**src/rtl/mips_pkg.sv**
```systemverilog
// Shared types and constants for the boot loader and the single-cycle core.
package mips_pkg;

    typedef enum logic [2:0] {
        LEN0,
        LEN1,
        DATA,
        CSUM,
        RUN,
        ERR
    } boot_state_t;

    localparam logic [31:0] MIPS_NOP   = 32'h0000_0000;
    localparam int unsigned BOOT_CNT_W = 16;

endpackage

```
**src/rtl/boot_byte_packer.sv**
```systemverilog
// Packs accepted stream bytes little-endian into 32-bit words.
// word_valid pulses combinationally on the lane-3 accept with the complete word.
module boot_byte_packer (
    input  logic        clk,
    input  logic        nrst,
    input  logic [7:0]  byte_in,
    input  logic        accept,
    output logic        word_valid,
    output logic [31:0] word
);

    logic [1:0]  lane_q;
    logic [23:0] sr_q;

    always_ff @(posedge clk or negedge nrst) begin
        if (!nrst) begin
            lane_q <= 2'd0;
            sr_q   <= 24'd0;
        end else if (accept) begin
            lane_q <= lane_q + 2'd1;
            unique case (lane_q)
                2'd0:    sr_q[7:0]   <= byte_in;
                2'd1:    sr_q[15:8]  <= byte_in;
                2'd2:    sr_q[23:16] <= byte_in;
                default: ;
            endcase
        end
    end

    // Lane 3 bypasses the register so the word is written on the same edge.
    assign word_valid = accept && (lane_q == 2'd3);
    assign word       = {byte_in, sr_q};

endmodule

```
**src/rtl/imem_boot_loader.sv**
```systemverilog
// Instruction memory filled from a length-prefixed byte stream; holds the core in reset until loaded.
// Optional trailing XOR checksum byte enabled by defining BOOT_CHECKSUM_EN.
module imem_boot_loader
    import mips_pkg::*;
#(
    parameter int unsigned DEPTH = 64
) (
    input  logic        clk,
    input  logic        nrst,
    input  logic [7:0]  rx_data,
    input  logic        rx_valid,
    output logic        rx_ready,
    input  logic [31:0] iaddr,
    output logic [31:0] instr,
    output logic        core_nrst,
    output logic        load_done,
    output logic        load_err
);

    localparam int unsigned AW = $clog2(DEPTH);

`ifdef BOOT_CHECKSUM_EN
    localparam boot_state_t AfterData = CSUM;
`else
    localparam boot_state_t AfterData = RUN;
`endif

    boot_state_t           state_q, state_d;
    logic [BOOT_CNT_W-1:0] cnt_q, cnt_d;
    logic [BOOT_CNT_W-1:0] widx_q, widx_d;
    logic [BOOT_CNT_W-1:0] len;
    logic                  core_nrst_q;
    logic                  accept;
    logic                  pack_accept;
    logic                  word_valid;
    logic [31:0]           word;
    logic [31:0]           mem [DEPTH];

`ifdef BOOT_CHECKSUM_EN
    logic [7:0] csum_q, csum_d;
`endif

    boot_byte_packer u_packer (
        .clk        (clk),
        .nrst       (nrst),
        .byte_in    (rx_data),
        .accept     (pack_accept),
        .word_valid (word_valid),
        .word       (word)
    );

    assign rx_ready = (state_q != RUN);
    assign accept   = rx_valid && rx_ready;
    assign len      = {rx_data, cnt_q[7:0]};

    always_comb begin
        state_d     = state_q;
        cnt_d       = cnt_q;
        widx_d      = widx_q;
        pack_accept = 1'b0;
`ifdef BOOT_CHECKSUM_EN
        csum_d      = csum_q;
`endif
        unique case (state_q)
            LEN0: begin
                if (accept) begin
                    cnt_d[7:0] = rx_data;
                    state_d    = LEN1;
                end
            end
            LEN1: begin
                if (accept) begin
                    cnt_d[15:8] = rx_data;
                    if (len == '0) begin
                        state_d = AfterData;
                    end else if (len > BOOT_CNT_W'(DEPTH)) begin
                        state_d = ERR;
                    end else begin
                        state_d = DATA;
                    end
                end
            end
            DATA: begin
                pack_accept = accept;
`ifdef BOOT_CHECKSUM_EN
                if (accept) csum_d = csum_q ^ rx_data;
`endif
                if (word_valid) begin
                    widx_d = widx_q + 1'b1;
                    if (widx_q == cnt_q - 1'b1) state_d = AfterData;
                end
            end
`ifdef BOOT_CHECKSUM_EN
            CSUM: begin
                if (accept) state_d = (rx_data == csum_q) ? RUN : ERR;
            end
`endif
            default: ;
        endcase
    end

    always_ff @(posedge clk or negedge nrst) begin
        if (!nrst) begin
            state_q     <= LEN0;
            cnt_q       <= '0;
            widx_q      <= '0;
            core_nrst_q <= 1'b0;
        end else begin
            state_q     <= state_d;
            cnt_q       <= cnt_d;
            widx_q      <= widx_d;
            // Rises on the same edge that accepts the final byte.
            core_nrst_q <= (state_d == RUN);
        end
    end

`ifdef BOOT_CHECKSUM_EN
    always_ff @(posedge clk or negedge nrst) begin
        if (!nrst) csum_q <= 8'd0;
        else       csum_q <= csum_d;
    end
`endif

    // Contents are deliberately not reset; words >= N are masked on read.
    always_ff @(posedge clk) begin
        if (word_valid) mem[widx_q[AW-1:0]] <= word;
    end

    logic [AW-1:0] widx_rd;
    logic          rd_hit;
    logic          unused_addr_bits;

    assign widx_rd          = iaddr[AW+1:2];
    assign unused_addr_bits = ^iaddr[1:0];
    assign rd_hit           = load_done && (BOOT_CNT_W'(widx_rd) < cnt_q)
                              && (iaddr[31:AW+2] == '0);
    assign instr            = rd_hit ? mem[widx_rd] : MIPS_NOP;

    assign core_nrst = core_nrst_q;
    assign load_done = (state_q == RUN);
    assign load_err  = (state_q == ERR);

endmodule

```
**config.mk**
```make
export PLATFORM = sky130hd
export DESIGN_NAME = imem_boot_loader
export DESIGN_NICKNAME = d
export VERILOG_FILES = /design/src/rtl/mips_pkg.sv /design/src/rtl/boot_byte_packer.sv /design/src/rtl/imem_boot_loader.sv
export SDC_FILE = /design/constraint.sdc
export NUM_CORES = 2
export LEC_CHECK = 0
export BUFFER_PORTS_ARGS = -buffer_cell sky130_fd_sc_hd__buf_2
export CORE_MARGIN = 5
export CORE_UTILIZATION = 45
export DETAILED_ROUTE_END_ITERATION = 10
export GPL_TIMING_DRIVEN = 0
export PLACE_DENSITY = 0.65
export SYNTH_ARGS = -nofsm -noshare
export SYNTH_HDL_FRONTEND = slang
export SYNTH_SLANG_ARGS = --single-unit
```
**constraint.sdc**
```tcl
create_clock -name clk -period 8.23 [get_ports clk]
set_input_delay 1.646 -clock clk [delete_from_list [all_inputs] [get_ports clk]]
set_output_delay 1.646 -clock clk [all_outputs]
set_load 0.01 [all_outputs]
```
==> summary.txt <==
Run status
  • Outcome: finished clean

Logic synthesis
  • Post-Synth Simple-Gate Area: 1.182%
  • Synth Area in XOR/XNOR: 0.3663%
  • Count of flip-flops with a built-in enable after synthesis: 2048
  • Fraction of the yosys area taken by sequential cells: 77.55%
  • Dominant combinational cell family by area after synthesis: multiplexers
  • Compound-gate portion of the synthesized area: 1.337%
  • Async set or reset register ratio after synthesis: 2.938%
  • Post-synthesis instance area: 0.08130 mm2
  • Post-synthesis share of cell area spent on full adders, half adders and majority gates: 0.1693%
  • Proportion of synthesized area in mux cells: 18.09%
  • Mean Syn Cell Area: 23.34 um2
  • Synthesized net count: 3537
  • Warning count from the yosys run: 0
  • Distinct cell type count after synthesis: 49
  • Post-synthesis sequential element count: 2110
  • Top flip-flop cell by instance count after synthesis: sky130_fd_sc_hd__edfxtp_1
  • Instance count of the mapped netlist: 3483

Power
  • Pwr Total: 21.57 mW
  • Clock network fraction of total power: 41.6%
  • Switching part of the total power: 21.25%
  • Worst IR Drop VDD: 0.0002445 V
  • Flop pwr share: 54.4%
  • Power density over the cells: 229.9 mW/mm2
  • Leakage power of the design: 25.66 nW
  • Part of the total power dissipated in combinational logic: 4.0%
  • Psw: 4.583 mW
  • Internal portion of total power: 16.99 mW

Critical path
  • Signal arrival time at the worst endpoint: 6.34 ns
  • Critical Path Source Type: input port
  • Required time of the critical path: 6.58 ns
  • Category of the worst setup path capture point: output pin
  • Highest net fanout along the worst path: 10
  • Destination of the worst register-to-register timing path: mem[19][14]
  • Crit Path Category: in -> out
  • Startpoint of the lowest-slack register-to-register path: state_q[2]
  • Worst Reg-to-Reg Cells: 8
  • R2R setup slack: 4.42 ns

Detailed routing
  • Number of DRC violations after detailed routing: 0
  • Drt pass-1 iters: 8
  • Vias per Instance: 6.309
  • Routed vias: 40460
  • Final routed wire length divided by cell count: 36.07 um
  • Post-route antenna net violation count: 0
  • Final wirelength: 231.3 mm
  • DRT iter0 DRCs: 6092

CTS
  • Clock Sink Count: 2110
  • Root buf cell: sky130_fd_sc_hd__clkbuf_16
  • Total setup buffers inserted after CTS: 0
  • Register clock-pin slew on the reported worst setup and hold paths: 0.06 ns
  • Resized cells post-CTS: 0
  • TritonCTS clock tree: built
  • H-Tree Level Count: 4
  • TritonCTS Buffers: 201
  • Max Buffers Root-to-Sink: 3
  • Clock latency reported for the late side of the worst-skew pair: 0.85 ns
  • Post-cts hold buffer count: 0

Worst hold path
  • Worst Hold Depth: 1
  • Hold Crit Start: widx_q[15]
  • Hold/Removal Path Class: reg -> reg
  • Endpoint of the worst hold path: widx_q[15]

Final layout
  • Non-filler instance count after layout: 6413
  • Share of cells above drive strength 1: 30.74%
  • Area delta synth->final: 15.41%
  • Post-layout net count: 3920
  • Util after Layout: 52.08%
  • Final design instance area without fill: 0.09383 mm2

STA
  • Number of hold violations in the final report: 0
  • Clock skew: 0.04127 ns
  • Max_slew headroom: 10.20%
  • Tmin final: 7.982 ns
  • Total setup violations reported at the end of the flow: 0
  • RSZ-0062 raised after global routing: false
  • Sum of negative setup slack: 0 ns
  • Number of max-slew violations in the final report: 0
  • Post-route fraction of the period consumed by the critical path: 96.99%
  • Worst-Margin Slew: 1.347 ns
  • Highest clock frequency the design can meet: 125.3 MHz

Floorplan
  • Total core area: 0.1802 mm2
  • IO Count: 79
  • Initial core utilization: 45.13%
  • Total number of placement rows: 156
  • Vert. Die Dim: 435.0 um
  • Die footprint: 0.1893 mm2
  • Chip width: 435.0 um

Place
  • Placed instance area: 0.08747 mm2
  • Sum of net half-perimeters after detailed placement: 151.5 mm
  • Placed cell count: 6032
  • RD Place Congestion: 0.9591
  • IO Port Bufs: 75

Global routing
  • Wire length of the first global-routing pass: 320.6 mm
  • Total global-route track usage: 24.31%
  • Leftover overflow at the end of global routing: 0
  • Via count of the first global-routing pass: 39770
  • Largest net degree at the start of global routing: 71
  • Initial antenna violation count: 8

Run
  • Max-cap violation count: 0
## power by group through the flow
| stage | sequential [mW] | clock [mW] | combinational [mW] |
|---|---|---|---|
| 6_report | 11.7 | 8.97 | 0.873 |
| 5_1_grt | 11.7 | 9.51 | 0.921 |
| 4_1_cts | 11.7 | 9.04 | 0.869 |
| 3_5_place_dp | 12.0 | 0 | 0.865 |
| 3_3_place_gp | 12.0 | 0 | 0.856 |
| 2_1_floorplan | 11.9 | 0 | 0.522 |
## cell families after synthesis
| family | after synthesis |
|---|---|
| XOR/XNOR | 34 |
| AND/OR/NAND/NOR | 200 |
| adder cells (fa/ha/maj) | 11 |
| AO/OA/AOI/OAI | 186 |
| buffers and inverters | 195 |
| multiplexers | 747 |
| flip-flops | 2110 |
## worst max-delay path by stage
| stage | to | startpoint | cells after the start | slack, ns |
|---|---|---|---|---|
| floorplan | instr[10] | iaddr[2] | 9 | 3.21 |
| global placement | instr[10] | iaddr[4] | 10 | 0.37 |
| detailed placement | instr[10] | iaddr[4] | 10 | 0.37 |
| CTS | instr[10] | iaddr[4] | 10 | 0.33 |
| global route | instr[16] | iaddr[4] | 10 | 0.21 |
| finish | instr[16] | iaddr[4] | 10 | 0.25 |
## registers in the layout, indices dropped and copies added, names as in the netlist
register         count
core_nrst            1
mem               2048
u_packer.lane_q      2
widx_q              16
state_q              3
cnt_q               16
u_packer.sr_q       24
## through the flow
stage	hold slack (ns)	setup WS (ns)
2_1_floorplan	0.4641	3.213
3_3_place_gp	0.4842	0.3746
3_5_place_dp	0.4860	0.3684
4_1_cts	0.4985	0.3318
5_1_grt	0.5294	0.2073
6_report	0.4965	0.2480
## synth_stat cells (2+ instances only)
master,count,area (um2)
sky130_fd_sc_hd__edfxtp_1,2048,61500
sky130_fd_sc_hd__mux4_2,574,12930
sky130_fd_sc_hd__mux2i_1,137,1371
sky130_fd_sc_hd__o22ai_1,99,619.3
sky130_fd_sc_hd__nor2_1,87,326.6
sky130_fd_sc_hd__clkbuf_1,75,281.5
sky130_fd_sc_hd__a21oi_1,64,320.3
sky130_fd_sc_hd__dfrtp_1,62,1551
sky130_fd_sc_hd__mux2_2,35,394.1
sky130_fd_sc_hd__nand2_1,34,127.6
sky130_fd_sc_hd__buf_2,31,155.2
sky130_fd_sc_hd__buf_4,29,217.7
sky130_fd_sc_hd__buf_1,27,101.4
sky130_fd_sc_hd__buf_6,24,270.3
sky130_fd_sc_hd__xnor2_1,21,183.9
sky130_fd_sc_hd__nand3_1,15,75.07
sky130_fd_sc_hd__xor2_1,13,113.9
sky130_fd_sc_hd__ha_1,11,137.6
sky130_fd_sc_hd__nor3_1,11,55.05
sky130_fd_sc_hd__nor4_1,11,68.82
sky130_fd_sc_hd__o21ai_0,11,55.05
sky130_fd_sc_hd__inv_1,9,33.78
sky130_fd_sc_hd__nand4_1,9,56.30
sky130_fd_sc_hd__or2_2,5,31.28
sky130_fd_sc_hd__nand2b_1,4,25.02
sky130_fd_sc_hd__nand3b_1,4,30.03
sky130_fd_sc_hd__nor2b_1,4,25.02
sky130_fd_sc_hd__or3_1,3,18.77
sky130_fd_sc_hd__a211oi_1,2,15.01
sky130_fd_sc_hd__a21o_1,2,15.01
sky130_fd_sc_hd__and2_1,2,12.51
sky130_fd_sc_hd__and3_1,2,12.51
sky130_fd_sc_hd__o21ai_1,2,10.01
## critical path: stages
cell and delay, ns:
sky130_fd_sc_hd__buf_2 0.30, sky130_fd_sc_hd__buf_2 0.54, sky130_fd_sc_hd__buf_2 0.43, sky130_fd_sc_hd__clkbuf_1 0.78, sky130_fd_sc_hd__mux4_2 0.42, sky130_fd_sc_hd__mux2i_1 0.18, sky130_fd_sc_hd__o22ai_1 0.29, sky130_fd_sc_hd__a21oi_1 1.14
sky130_fd_sc_hd__o22ai_1 0.32, sky130_fd_sc_hd__buf_2 0.24
## cell type report
class / instances / area, um2
sequential: 2110 / 63080
antenna: 6 / 15.01
buffer: 186 / 1027
multi-input combinational: 1178 / 17670
tap: 2370 / 2965
fill: 13620 / 86330
timing repair buffer: 180 / 2728
clock buffer: 262 / 5341
clock inverter: 112 / 965.9
inverter: 9 / 33.78
## cells in the final DEF, fill, tap and decap left out, drive strengths merged, types with 13 or more instances in the layout
master / Yosys / routed
a21oi: 64 / 64
buf: 111 / 291
bufinv: 0 / 13
clkbuf: 75 / 337
clkinv: 0 / 89
dfrtp: 62 / 62
edfxtp: 2048 / 2048
inv: 9 / 16
mux2: 36 / 36
mux2i: 137 / 137
mux4: 574 / 574
nand2: 34 / 34
nand3: 15 / 15
nor2: 87 / 87
o21ai: 13 / 13
o22ai: 99 / 99
xnor2: 21 / 21
xor2: 13 / 13
## layer usage
layer  wire, um  share of wire (%)  vias up  global-route usage [%]
met4      11010                4.8        2                   9.516
met3      25020                 11      489                   5.739
li1           -                  -    15690                       -
met1      87760                 38    21780                   33.72
met2     107500                 46     2492                   37.78
met5         17             0.0073        -                       0
No activity file was read; power rests on OpenSTA's default activity.
